--- src/rtl/regfile_dump_reader.sv ---
// Streams a latched register-file address range out over valid/ready, one beat per register.
// Latency: first beat valid 2 cycles after the accepted start; 1 beat/cycle while out_ready is high.
// Backpressure: out_ready low holds the presented beat stable; the next register is read only when the output slot frees.
module regfile_dump_reader #(
    parameter int ADDR_W = 5,
    parameter int DATA_W = 32
) (
    input  logic              clk,
    input  logic              rst_n,
    input  logic              start,
    input  logic [ADDR_W-1:0] first_addr,
    input  logic [ADDR_W-1:0] last_addr,
    input  logic              abort,
    output logic [ADDR_W-1:0] rd_addr,
    input  logic [DATA_W-1:0] rd_data,
    output logic              out_valid,
    input  logic              out_ready,
    output logic [DATA_W-1:0] out_data,
    output logic [ADDR_W-1:0] out_addr,
    output logic              out_last,
    output logic              busy,
    output logic              done
);

    typedef enum logic [1:0] {
        IDLE = 2'd0,
        RUN  = 2'd1,
        DONE = 2'd2
    } state_t;

    // One extra bit so a wrapped range covering every register still counts correctly.
    localparam logic [ADDR_W:0]   REM_ONE = (ADDR_W+1)'(1);
    localparam logic [ADDR_W-1:0] PTR_ONE = ADDR_W'(1);

    state_t            state_q, state_d;
    logic [ADDR_W-1:0] ptr_q, ptr_d;
    logic [ADDR_W:0]   remaining_q, remaining_d;
    logic              valid_d, last_d;
    logic [DATA_W-1:0] data_d;
    logic [ADDR_W-1:0] addr_d;
    logic              load, xfer;

    always_comb begin
        state_d     = state_q;
        ptr_d       = ptr_q;
        remaining_d = remaining_q;
        valid_d     = out_valid;
        last_d      = out_last;
        data_d      = out_data;
        addr_d      = out_addr;
        xfer        = out_valid && out_ready;
        load        = 1'b0;

        unique case (state_q)
            IDLE: begin
                if (start && !abort) begin
                    state_d     = RUN;
                    ptr_d       = first_addr;
                    remaining_d = {1'b0, ADDR_W'(last_addr - first_addr)} + REM_ONE;
                end
            end
            RUN: begin
                if (abort) begin
                    state_d     = IDLE;
                    valid_d     = 1'b0;
                    last_d      = 1'b0;
                    remaining_d = '0;
                end else begin
                    load = (!out_valid || out_ready) && (remaining_q != '0);
                    if (load) begin
                        data_d      = rd_data;
                        addr_d      = ptr_q;
                        valid_d     = 1'b1;
                        last_d      = (remaining_q == REM_ONE);
                        ptr_d       = ptr_q + PTR_ONE;
                        remaining_d = remaining_q - REM_ONE;
                    end else if (xfer) begin
                        // Only reachable once every beat is loaded, so this is the final beat leaving.
                        valid_d = 1'b0;
                        if (out_last) begin
                            last_d  = 1'b0;
                            state_d = DONE;
                        end
                    end
                end
            end
            DONE: begin
                state_d     = IDLE;
                valid_d     = 1'b0;
                last_d      = 1'b0;
                remaining_d = '0;
            end
            default: begin
                state_d = IDLE;
            end
        endcase
    end

    always_ff @(posedge clk or negedge rst_n) begin
        if (!rst_n) begin
            state_q     <= IDLE;
            ptr_q       <= '0;
            remaining_q <= '0;
            out_valid   <= 1'b0;
            out_last    <= 1'b0;
            out_data    <= '0;
            out_addr    <= '0;
        end else begin
            state_q     <= state_d;
            ptr_q       <= ptr_d;
            remaining_q <= remaining_d;
            out_valid   <= valid_d;
            out_last    <= last_d;
            out_data    <= data_d;
            out_addr    <= addr_d;
        end
    end

    assign rd_addr = (state_q == RUN) ? ptr_q : '0;
    assign busy    = (state_q != IDLE);
    assign done    = (state_q == DONE);

endmodule

--- config.mk ---
export PLATFORM = sky130hd
export DESIGN_NAME = regfile_dump_reader
export DESIGN_NICKNAME = d
export VERILOG_FILES = /design/src/rtl/regfile_dump_reader.sv
export SDC_FILE = /design/constraint.sdc
export NUM_CORES = 1
export LEC_CHECK = 0
export CORE_MARGIN = 4
export CORE_UTILIZATION = 42
export CTS_BUF_LIST = sky130_fd_sc_hd__clkbuf_4
export DETAILED_ROUTE_END_ITERATION = 6
export PLACE_DENSITY_LB_ADDON = 0.08
export SYNTH_ARGS = -nofsm -noshare
export SYNTH_HDL_FRONTEND = slang
export SYNTH_SLANG_ARGS = --single-unit
export TNS_END_PERCENT = 5
--- constraint.sdc ---
create_clock -name clk -period 1.86 [get_ports clk]
set_input_delay 0.186 -clock clk [delete_from_list [all_inputs] [get_ports clk]]
set_output_delay 0.186 -clock clk [all_outputs]
set_load 0.1 [all_outputs]
* After elaboration in Yosys (flattened, before gate mapping)
Cells that the tools add are included.
** Word-level totals
- Input bits :: 47
- Output and inout port bits :: 46
- Register bits :: 52
- Word-level logic and storage cells :: 62
** Cells by class
- Reduce and logical (&&, ||, !) cells :: 17
- Add/sub/neg operators :: 4
- Equal/unequal tests :: 11
- Mux-type cells :: 22
- Bitwise logic cells :: 1
** Operators with widths (number)
- 2-to-1 mux 5 bit :: 4
- 2-to-1 mux 6 bit :: 3
- one-hot mux 6 bit (3 select lines) :: 1
- inequality test 3 bit (second input constant) :: 4
- 2-to-1 mux 2 bit :: 5
- one-hot mux 5 bit (2 select lines) :: 1
- AND reduction 4 bit :: 2
- adder 5 x 1 -> 6 bit (second input constant) :: 1
- == test 6 x 1 -> 1 bit (second input constant) :: 1
- inequality test 2 bit (second input constant) :: 3
- AND reduction 3 bit :: 2
- nonzero test 2 bit :: 3
- nonzero test 6 bit :: 1
- subtractor 6 x 1 -> 6 bit (second input constant) :: 1
- adder 5 x 1 -> 5 bit (second input constant) :: 1
- 2-to-1 mux 1 bit :: 5
- subtractor 5 bit :: 1
- inequality test 4 bit (second input constant) :: 1
- one-hot mux 1 bit (2 select lines) :: 2
- one-hot mux 2 bit (2 select lines) :: 1
- logical AND 1 bit :: 3
- nonzero test 3 bit :: 1
- == test 2 x 1 -> 1 bit (second input constant) :: 1
- == test 2 bit (second input constant) :: 1
- other kinds (5) :: 6

* Longest topological paths before layout
Gate-level depths: netlist of run 1.
- Word-level depth :: 6
- Depth in mapped cells :: 9
- Mapped depth without buffers :: 9

* Worst setup path after synthesis of run 1
OpenSTA, ideal clock, no wires.
- Kind :: register to register
- Start point :: reg state_q[1]
- End point :: reg ptr_q[3]
- Arrival time :: 2.194 ns
- Library setup time :: 0.137 ns
- Period minus slack after synthesis :: 2.331 ns
- Stages on the path, launching flop included :: 8
- Path slack :: -0.471 ns
- Buffers on the path :: 1
- Required time :: 1.723 ns
- Cell sequence :: dfrtp_1 > inv_1 > ha_1 > clkbuf_1 > and2_1 > a32oi_1 > o21ai_0 > o31ai_1
** Between the ends
- Word-level cells in the longest chain between the ends :: 3
- Elaborated cells on any way between the ends :: 8
- Classes of those cells :: eq/ne (4); mux (1); reduce/logical (3)
** RTL lines
- start, declared :: line 35 : state_t state_q, state_d;
- start signal, assigned :: line 109 : state_q <= state_d;
- == test 2 x 1 -> 1 bit / zero test 2 bit (equally long branches) :: line 54 : unique case (state_q)
- inequality test 2 bit (no source line) / nonzero test 2 bit (equally long branches)
- AND reduction 4 bit (no source line)
- end signal, assigned :: line 110 : ptr_q <= ptr_d;
- end, declared :: line 36 : logic [ADDR_W-1:0] ptr_q, ptr_d;
Several ways; a longest one is shown, not always the timed one.
A chain may end at the register's enable or synchronous reset.

* Worst setup path in the final report of run 1
- Start point :: reg out_valid
- End point :: reg ptr_q[4]
** Between the ends
- Word-level cells in the longest chain between the ends :: 5
** RTL lines
- start, declared :: line 16 : output logic out_valid,
- start signal, assigned :: line 112 : out_valid <= valid_d;
- zero test 1 bit :: line 69 : load = (!out_valid || out_ready) && (remaining_q != '0);
- logical OR 1 bit :: line 69
- logical AND 1 bit :: line 69
- inequality test 2 bit (no source line)
- AND reduction 4 bit (no source line)
No other way between the ends.

==> flow_summary.yaml, run 1 <==
sta:
  rsz0062_at_grt: "true"
  slew_viol_final: 0
  setup_viol: 0
  fin_crit_sh_pct: 96.6
  min_period_ns: 1.80
  max_slew_margin_pct: 58.8
  max_freq_ghz: 0.557
  worstMarginPinSlew_ns: 0.616
  hold_ws_ns: 0.173
  skew_ns: 0.0124
  hold_viol: 0
  layout_setup_ws_ns: 0.0640
worst_setup_path:
  critical_path.max_stage_delay_ns: 0.52
  cp.arrival_ns: 2.06
  cp_data_required_time_ns: 2.12
  path_buf_inv: 1
  r2r_start: "out_valid"
  cp-start-kind: "flop"
  crit_path_end_kind: "flop"
  critical_path_class: "reg -> reg"
  crit_path_top_delay_cell: "nor2b_1"
  critPathTopFamily: "simple AND/OR/NAND/NOR gates"
  cp-startpoint: "out_valid"
  path_cells: "nor2b_1 -> a211oi_4 -> buf_12 -> nand2_1 -> nor3_1 -> a211o_1"
  cp_max_fo: 32
logic_synthesis:
  ys_top_cells_by_area: "dfrtp_1 (48%), mux2_2 (16%), ha_1 (6.1%)"
  async_reset_ff_share_pct: 100
  yosysWarnings: 0
  synth_nets: 293
  synthCells: 232
  synth_cell_types: 46
  synth_xor_area_share_pct: 1.63
  synth-simple-area-share_pct: 11.5
  synth_compound_area_share_pct: 12.1
  yosysTopAreaCell: "dfrtp_1"
  netlist_area_um2: 2690
  synthMuxAreaShare_pct: 16.3
  synth_top_area_share_pct: 48.4
  synth-edff-count: 0
  yosys_register_bits: 52
  ys.flop_type: "dfrtp_1"
  synth_common_cells: "dfrtp_1 (52), mux2_2 (37), inv_1 (15)"
  avgSynthCellArea_um2: 11.6
  ys_seq_area_share_pct: 48.4
  synth_top_family_by_area: "multiplexers"
  synth_fa_ha_area_share_pct: 6.80
  synth.most_common_cell: "dfrtp_1"
layout:
  fin_nets: 411
  drive_above_1_share_pct: 39.6
  utilization_pct: 65.6
  final_area_um2: 3980
  synthToLayoutAreaGrowth_pct: 48.0
  n_antenna_cell: 0
floorplan:
  start_util_pct: 44.3
  num_rows: 28
  core_um2: 6060
  die_area_um2: 7740
  die_y_um: 88.0
  fp.dieW_um: 88.0
  top_level_ports: 93
placed_design:
  port_buffers: 92
  place_area_um2: 3830
  gp_congestion: 0.844
  dp_hpwl_um: 4930
  dpl_worst_slack_ns: -0.393
drt:
  dr.pass1.iters: 4
  drc: 0
  ant_nets: 0
  totalWireLength_um: 6460
  drt-initial-drc-count: 62
  via_count: 2192
  viasPerCell: 5.15
  drt-wirelength-per-cell_um: 15.2
clock_network:
  cts_buffer_depth: 2
  cts_tree: "built"
  numCtsBuffers: 5
  clock_latency_ns: 0.36
  clk_pin_slew_ns: 0.15
  clkSinkCount: 52
  cts_root_buf: "clkbuf_4"
  htree_levels: 2
global_routing:
  grt-ovfl-total: 0
  grt_pass1_vias: 2213
  grt_antenna_before_repair: 0
  grt_pass1_wl_um: 10400
  grtUsageTotal_pct: 17.0
  grt_max_degree: 33
run_status:
  outcome: "complete, no violations"
worst_hold_path:
  hold_path.class: "in -> reg"
  min_from: "first_addr[0]"
flow_run:
  maxCapViolations: 0
==> worst register-to-register path, delay by kind of cell (launching register included) <==
kind            cells  cell delay [ns]
simple gates        3             0.69
flops               1             0.42
compound gates      2             0.37
buf+inv             1             0.21
==> worst paths after layout <==
| kind | end | slack, ns | cells after the start |
|---|---|---|---|
| min | ptr_q[0] | 0.17 | 3 |
| min reg2reg | out_data[10] | 0.53 | 1 |
| max reg2reg | ptr_q[4] | 0.06 | 6 |
| min in group asynchronous | remaining_q[0] | 0.34 | 2 |
| max in group asynchronous | out_data[14] | 0.92 | 3 |
| max | ptr_q[4] | 0.06 | 6 |
==> registers in the layout, summed over array words and instances (netlist names) <==
register,flops
out_last,1
state_q,2
out_addr,5
remaining_q,6
out_valid,1
ptr_q,5
out_data,32
==> cell families (layout without fill, tap and decap cells) <==
family | Yosys count | in the layout
buffers and inverters | 22 | 141
and+or+nand+nor | 54 | 54
muxes | 39 | 39
DFF | 52 | 52
xor gates and xnor gates | 5 | 5
adders and majority gates | 14 | 14
AOI/OAI and AO/OA | 46 | 46
==> final cells by class <==
cell class / instances / area [um2]
Fill cell: 519 / 2080
Multi-Input combinational cell: 158 / 1360
Sequential cell: 52 / 1300
Timing Repair Buffer: 118 / 1100
Tap cell: 75 / 93.8
Inverter: 15 / 56.3
Clock buffer: 6 / 45.0
Clock inverter: 2 / 13.8
==> metrics by stage <==
step	instances	setup TNS (ns)
final	426	0
after global routing	426	-0.0985
after CTS	424	-0.0115
after detailed placement	415	-1.97
after global placement	415	-1.83
after floorplan	232	-1.31
==> layout by cell type (no fill, tap or decap), types with 2 or more instances in the layout <==
cell type	netlist	routed
o21ai_1	2	3
and4b_1	2	2
nor2_1	10	10
clkdlybuf4s50_1	0	44
o221ai_1	2	2
nor2b_1	3	3
nor3_1	3	3
nand2_1	12	12
and3_1	2	2
a31oi_1	3	3
nand3b_1	4	4
nand2b_1	3	3
mux2i_1	2	2
o31ai_1	4	4
ha_2	0	3
a21oi_1	5	4
a32oi_1	2	2
o21ai_0	11	10
clkbuf_4	0	6
ha_1	13	10
and2_4	0	6
buf_12	0	8
inv_1	15	15
nand3_1	3	3
xnor2_1	3	3
buf_4	0	62
a21oi_2	2	3
dfrtp_1	52	51
o22ai_1	2	2
a21o_1	2	2
mux2_2	37	37
==> metal layers <==
metal	GRT usage (%)	wire length (um)	share of wire (%)	vias to the layer above
met5	0	0	0	-
met4	4.18	75	1.2	0
met3	5.64	508	7.9	7
met2	28.5	3250	50	76
met1	21.3	2620	41	1038
li1	-	-	-	1071
==> timing repair <==
| item | in CTS | in global routing |
|---|---|---|
| pin swaps | 0 | 2 |
| hold endpoints to repair | 24 | 0 |
| hold buffers | 1 | 0 |
| cloned | 0 | 0 |
| gates resized for setup | 4 | 15 |
| setup buffers | 0 | 2 |
| endpoints found under the setup margin | 5 | 18 |
Power of run 1 is left out: the tool's default activity adds up to more than one toggle a clock period on the data nets, which glitch-free logic cannot reach.
==> run 2: changes to the inputs <==
--- a/config.mk
+++ b/config.mk
@@ -10,6 +10,7 @@
 export CTS_BUF_LIST = sky130_fd_sc_hd__clkbuf_4
 export DETAILED_ROUTE_END_ITERATION = 6
 export PLACE_DENSITY_LB_ADDON = 0.08
+export RECOVER_POWER = 50
 export SYNTH_ARGS = -nofsm -noshare
 export SYNTH_HDL_FRONTEND = slang
 export SYNTH_SLANG_ARGS = --single-unit
==> run 2 against run 1 <==
Sequential cell count did not move. Highest routed layer unchanged. First-iteration DRC count stayed put. Clock skew fell by 0.00050 ns. Utilization is 1.1 points lower. Worst hold slack worse by 0.00080 ns. Cell count did not move. Critical path depth stayed put. Global-route usage is the same. Critical endpoint unchanged.
==> flow_summary.yaml, run 2 (synthesis gave the netlist of run 1 again) <==
run_status:
  outcome: "complete, no violations"
worst_setup_path:
  critical_path_class: "reg -> reg"
  ff2ff_setup_slack_ns: 0.07
  cp_max_fo: 32
  r2r_start: "out_valid"
  cp.arrival_ns: 2.05
  timing.rr.end: "ptr_q[4]"
  crit_path_end: "ptr_q[4]"
  crit_path_end_kind: "flop"
  cp_data_required_time_ns: 2.12
  cp-start-kind: "flop"
  cp-startpoint: "out_valid"
  reg2reg_depth: 6
sta:
  fin_tns_setup_ns: 0
  fin_crit_sh_pct: 96.4
  rsz0062_at_grt: "true"
  min_period_ns: 1.79
  max_freq_ghz: 0.558
  worstMarginPinSlew_ns: 0.686
  slew_viol_final: 0
  hold_viol: 0
  layout_setup_ws_ns: 0.0671
  setup_viol: 0
  skew_ns: 0.0119
  max_slew_margin_pct: 54.3
clock_network:
  numCtsBuffers: 5
  cts_buffer_depth: 2
  htree_levels: 2
  cts_tree: "built"
  cts_root_buf: "clkbuf_4"
  clkSinkCount: 52
  clock_latency_ns: 0.37
  clk_pin_slew_ns: 0.15
global_routing:
  grt_max_degree: 33
  grt-ovfl-total: 0
  grt_pass1_wl_um: 10400
  grt_pass1_vias: 2213
  grtUsageTotal_pct: 17.0
  grt_antenna_before_repair: 0
layout:
  mostFrequentLayoutCell: "dfrtp_1"
  largest_register_ffs: 32
  regMostFlops: "out_data"
  utilization_pct: 64.6
  layout_common_cells: "dfrtp_1 (51), clkdlybuf4s50_1 (44), buf_4 (38)"
  layoutNonFillerInstCount: 426
  top_regs: "out_data x32, remaining_q x6"
  fill_cells: 537
  n_antenna_cell: 0
  synthToLayoutAreaGrowth_pct: 45.6
  drive_above_1_share_pct: 38.7
  fin_nets: 411
drt:
  viasPerCell: 5.08
  ant_nets: 0
  via_count: 2164
  drc: 0
  dr.pass1.iters: 4
  totalWireLength_um: 6440
  drt-wirelength-per-cell_um: 15.1
  drt-initial-drc-count: 62
floorplan:
  die_area_um2: 7740
  fp.dieW_um: 88.0
  die_y_um: 88.0
  core_um2: 6060
  num_rows: 28
  top_level_ports: 93
  start_util_pct: 44.3
placed_design:
  port_buffers: 92
  dp_hpwl_um: 4930
  placedCellCount: 415
  dpl_worst_slack_ns: -0.393
  gp_congestion: 0.844
flow_run:
  maxCapViolations: 0
worst_hold_path:
  hold_path.class: "in -> reg"
  hold_depth: 3
-- run 2: changes by cell type in the layout (fill, tap and decap cells not counted), sizes merged --
cell | previous run | this run
clkbuf | 6 | 31
buf | 72 | 47
-- run 2: worst min path at each step --
stage,startpoint,endpoint,slack (ns)
3_5_place_dp,rst_n,remaining_q[1],0.24
5_1_grt,first_addr[0],ptr_q[0],0.14
4_1_cts,rst_n,out_last,0.35
3_3_place_gp,rst_n,remaining_q[1],0.24
6_report,first_addr[0],ptr_q[0],0.17
2_1_floorplan,rst_n,out_addr[0],-0.11
-- run 2: final cells by class --
type	count	area, um2	area share, %
clock buffers	6	45.0	1.15
clock inverters	2	13.8	0.352
inverters	15	56.3	1.44
multi-input cells	158	1360	34.8
flip-flops and latches	52	1300	33.3
well taps	75	93.8	2.40
repair buffers	118	1040	26.6
-- run 2: metrics by stage --
step | hold slack [ns] | area (um2)
finish | 0.172 | 3910
global route | 0.140 | 3910
CTS | 0.351 | 3910
detailed placement | 0.240 | 3830
global placement | 0.243 | 3830
floorplan | -0.110 | 2690
-- run 2: worst max-delay path: stages (launching register included) --
cell and delay, ns:
dfrtp_2 0.42, nor2b_1 0.52, a211oi_4 0.11, buf_12 0.21
nand2_1 0.11, nor3_1 0.05, a211o_1 0.26
-- run 2: what timing repair did --
action                                  4_1_cts  5_1_grt
hold buffers                                  1        0
endpoints found under the hold margin        24        0
resized for setup                             4       15
endpoints found under the setup margin        5       18
buffers inserted                              0        2
pin swaps                                     0        2
-- run 2: layer usage --
metal  vias to the layer above  GRT usage, %  part of all wire [%]
met5                         -             0                     0
li1                       1070             -                     -
met1                      1026          21.3                    41
met4                         0          4.18                   1.2
met3                         7          5.64                   7.4
met2                        61          28.5                    50
Power of run 2 is left out for the same reason.
==> run 3: changes to the inputs <==
--- a/config.mk
+++ b/config.mk
@@ -5,12 +5,12 @@
 export SDC_FILE = /design/constraint.sdc
 export NUM_CORES = 1
 export LEC_CHECK = 0
-export CORE_MARGIN = 4
 export CORE_UTILIZATION = 42
 export CTS_BUF_LIST = sky130_fd_sc_hd__clkbuf_4
 export DETAILED_ROUTE_END_ITERATION = 6
 export PLACE_DENSITY_LB_ADDON = 0.08
 export RECOVER_POWER = 50
+export SLEW_MARGIN = 10
 export SYNTH_ARGS = -nofsm -noshare
 export SYNTH_HDL_FRONTEND = slang
 export SYNTH_SLANG_ARGS = --single-unit
==> run 3 against run 2 <==
First-iteration DRC count fell by 3.2%. Fmax fell by 1.5%. Worst setup slack got worse by 0.027 ns. Largest cell class unchanged. Die area fell by 13%. Critical path type unchanged.
==> flow_summary.yaml, run 3 (synthesis gave the netlist of run 1 again) <==
run_status:
  outcome: "complete, no violations"
layout:
  drive_above_1_share_pct: 40.1
  fin_nets: 419
  top_regs: "out_data x32, remaining_q x6"
  regMostFlops: "out_data"
  utilization_pct: 66.7
  layout_common_cells: "buf_4 (54), dfrtp_1 (51), clkdlybuf4s50_1 (45)"
  n_antenna_cell: 0
  final_area_um2: 4040
  synthToLayoutAreaGrowth_pct: 50.5
  mostFrequentLayoutCell: "buf_4"
  largest_register_ffs: 32
worst_setup_path:
  crit_path_end_kind: "flop"
  crit_path_top_delay_cell: "dfrtp_1"
  cp.arrival_ns: 2.10
  cp-start-kind: "flop"
  critical_path_class: "reg -> reg"
  path_cells: "inv_2 -> ha_4 -> nand2b_1 -> a211oi_4 -> buf_4 -> clkbuf_16 -> mux2_2"
  critical_path.max_stage_delay_ns: 0.42
  cp_data_required_time_ns: 2.14
  cp_max_fo: 17
clock_network:
  cts_buffer_depth: 2
  htree_levels: 2
  cts_root_buf: "clkbuf_4"
  numCtsBuffers: 5
  clock_latency_ns: 0.38
  clkSinkCount: 52
  clk_pin_slew_ns: 0.17
  cts_tree: "built"
drt:
  drt-initial-drc-count: 60
  totalWireLength_um: 6360
  ant_nets: 0
  drt-wirelength-per-cell_um: 14.6
  dr.pass1.iters: 4
  via_count: 2243
  drc: 0
  viasPerCell: 5.17
floorplan:
  start_util_pct: 44.3
  core_um2: 6060
  top_level_ports: 93
  die_y_um: 82.0
  fp.dieW_um: 82.0
  die_area_um2: 6720
  num_rows: 28
sta:
  slew_viol_final: 0
  setup_viol: 0
  max_freq_ghz: 0.550
  fin_tns_setup_ns: 0
  hold_viol: 0
  fin_crit_sh_pct: 97.8
  max_slew_margin_pct: 47.7
  min_period_ns: 1.82
  worstMarginPinSlew_ns: 0.784
  skew_ns: 0.0116
  rsz0062_at_grt: "true"
global_routing:
  grt_pass1_vias: 2151
  grt_antenna_before_repair: 0
  grt_pass1_wl_um: 9600
  grt_max_degree: 36
  grtUsageTotal_pct: 18.8
  grt-ovfl-total: 0
placed_design:
  place_area_um2: 3880
  port_buffers: 92
  dp_hpwl_um: 4680
  gp_congestion: 0.794
worst_hold_path:
  hold_path.class: "in -> async"
flow_run:
  maxCapViolations: 0
[run 3: final cells by class]
class	count	area, um2
clock buffer	5	37.5
tap	75	93.8
timing repair buffer	126	1150
sequential	52	1300
inverter	15	56.3
fill	500	2020
clock inverter	3	46.3
multi-input combinational	158	1360
[run 3: critical path: cells and delay by family, from the launching register on]
kind,cells,cell delay [ns]
compound gates,1,0.26
fa+ha+maj,1,0.15
buf+inv,3,0.44
flops,1,0.42
mux,1,0.34
simple gates,1,0.10
[run 3: metrics by stage]
| step | hold slack, ns | instances | setup slack (ns) |
|---|---|---|---|
| after global placement | 0.284 | 420 | -0.280 |
| after detailed placement | 0.286 | 420 | -0.323 |
| after floorplan | -0.110 | 232 | -0.265 |
| after CTS | 0.382 | 430 | -0.00354 |
| after global routing | 0.386 | 434 | -0.0159 |
| final | 0.392 | 434 | 0.0405 |
[run 3: path summary, 6_finish.rpt]
path / cells after the start / end / startpoint / slack [ns]
setup reg to reg: 7 / out_data[12] / state_q[1] / 0.04
setup / recovery: 7 / out_data[12] / state_q[1] / 0.04
hold reg to reg: 1 / out_data[26] / out_data[26] / 0.53
hold / removal: 2 / out_valid / rst_n / 0.39
max in group asynchronous: 3 / out_data[22] / rst_n / 0.43
min in group clk: 2 / out_data[25] / rd_data[25] / 0.40
[run 3: routing by layer]
metal,vias to the layer above,wire [um],track usage (%)
li1,1087,-,-
met3,10,282,4.56
met2,62,3220,31.7
met5,-,0,0
met4,0,78,5.26
met1,1084,2780,23.7
[run 3: repair_timing]
| item | 4_1_cts | 5_1_grt |
|---|---|---|
| buffers inserted | 1 | 3 |
| hold endpoints to repair | 29 | 0 |
| pin swaps | 0 | 2 |
| endpoints found under the setup margin | 6 | 41 |
| cloned | 0 | 1 |
| hold buffers | 1 | 0 |
| resized for setup | 11 | 7 |
Power of run 3 is left out for the same reason.
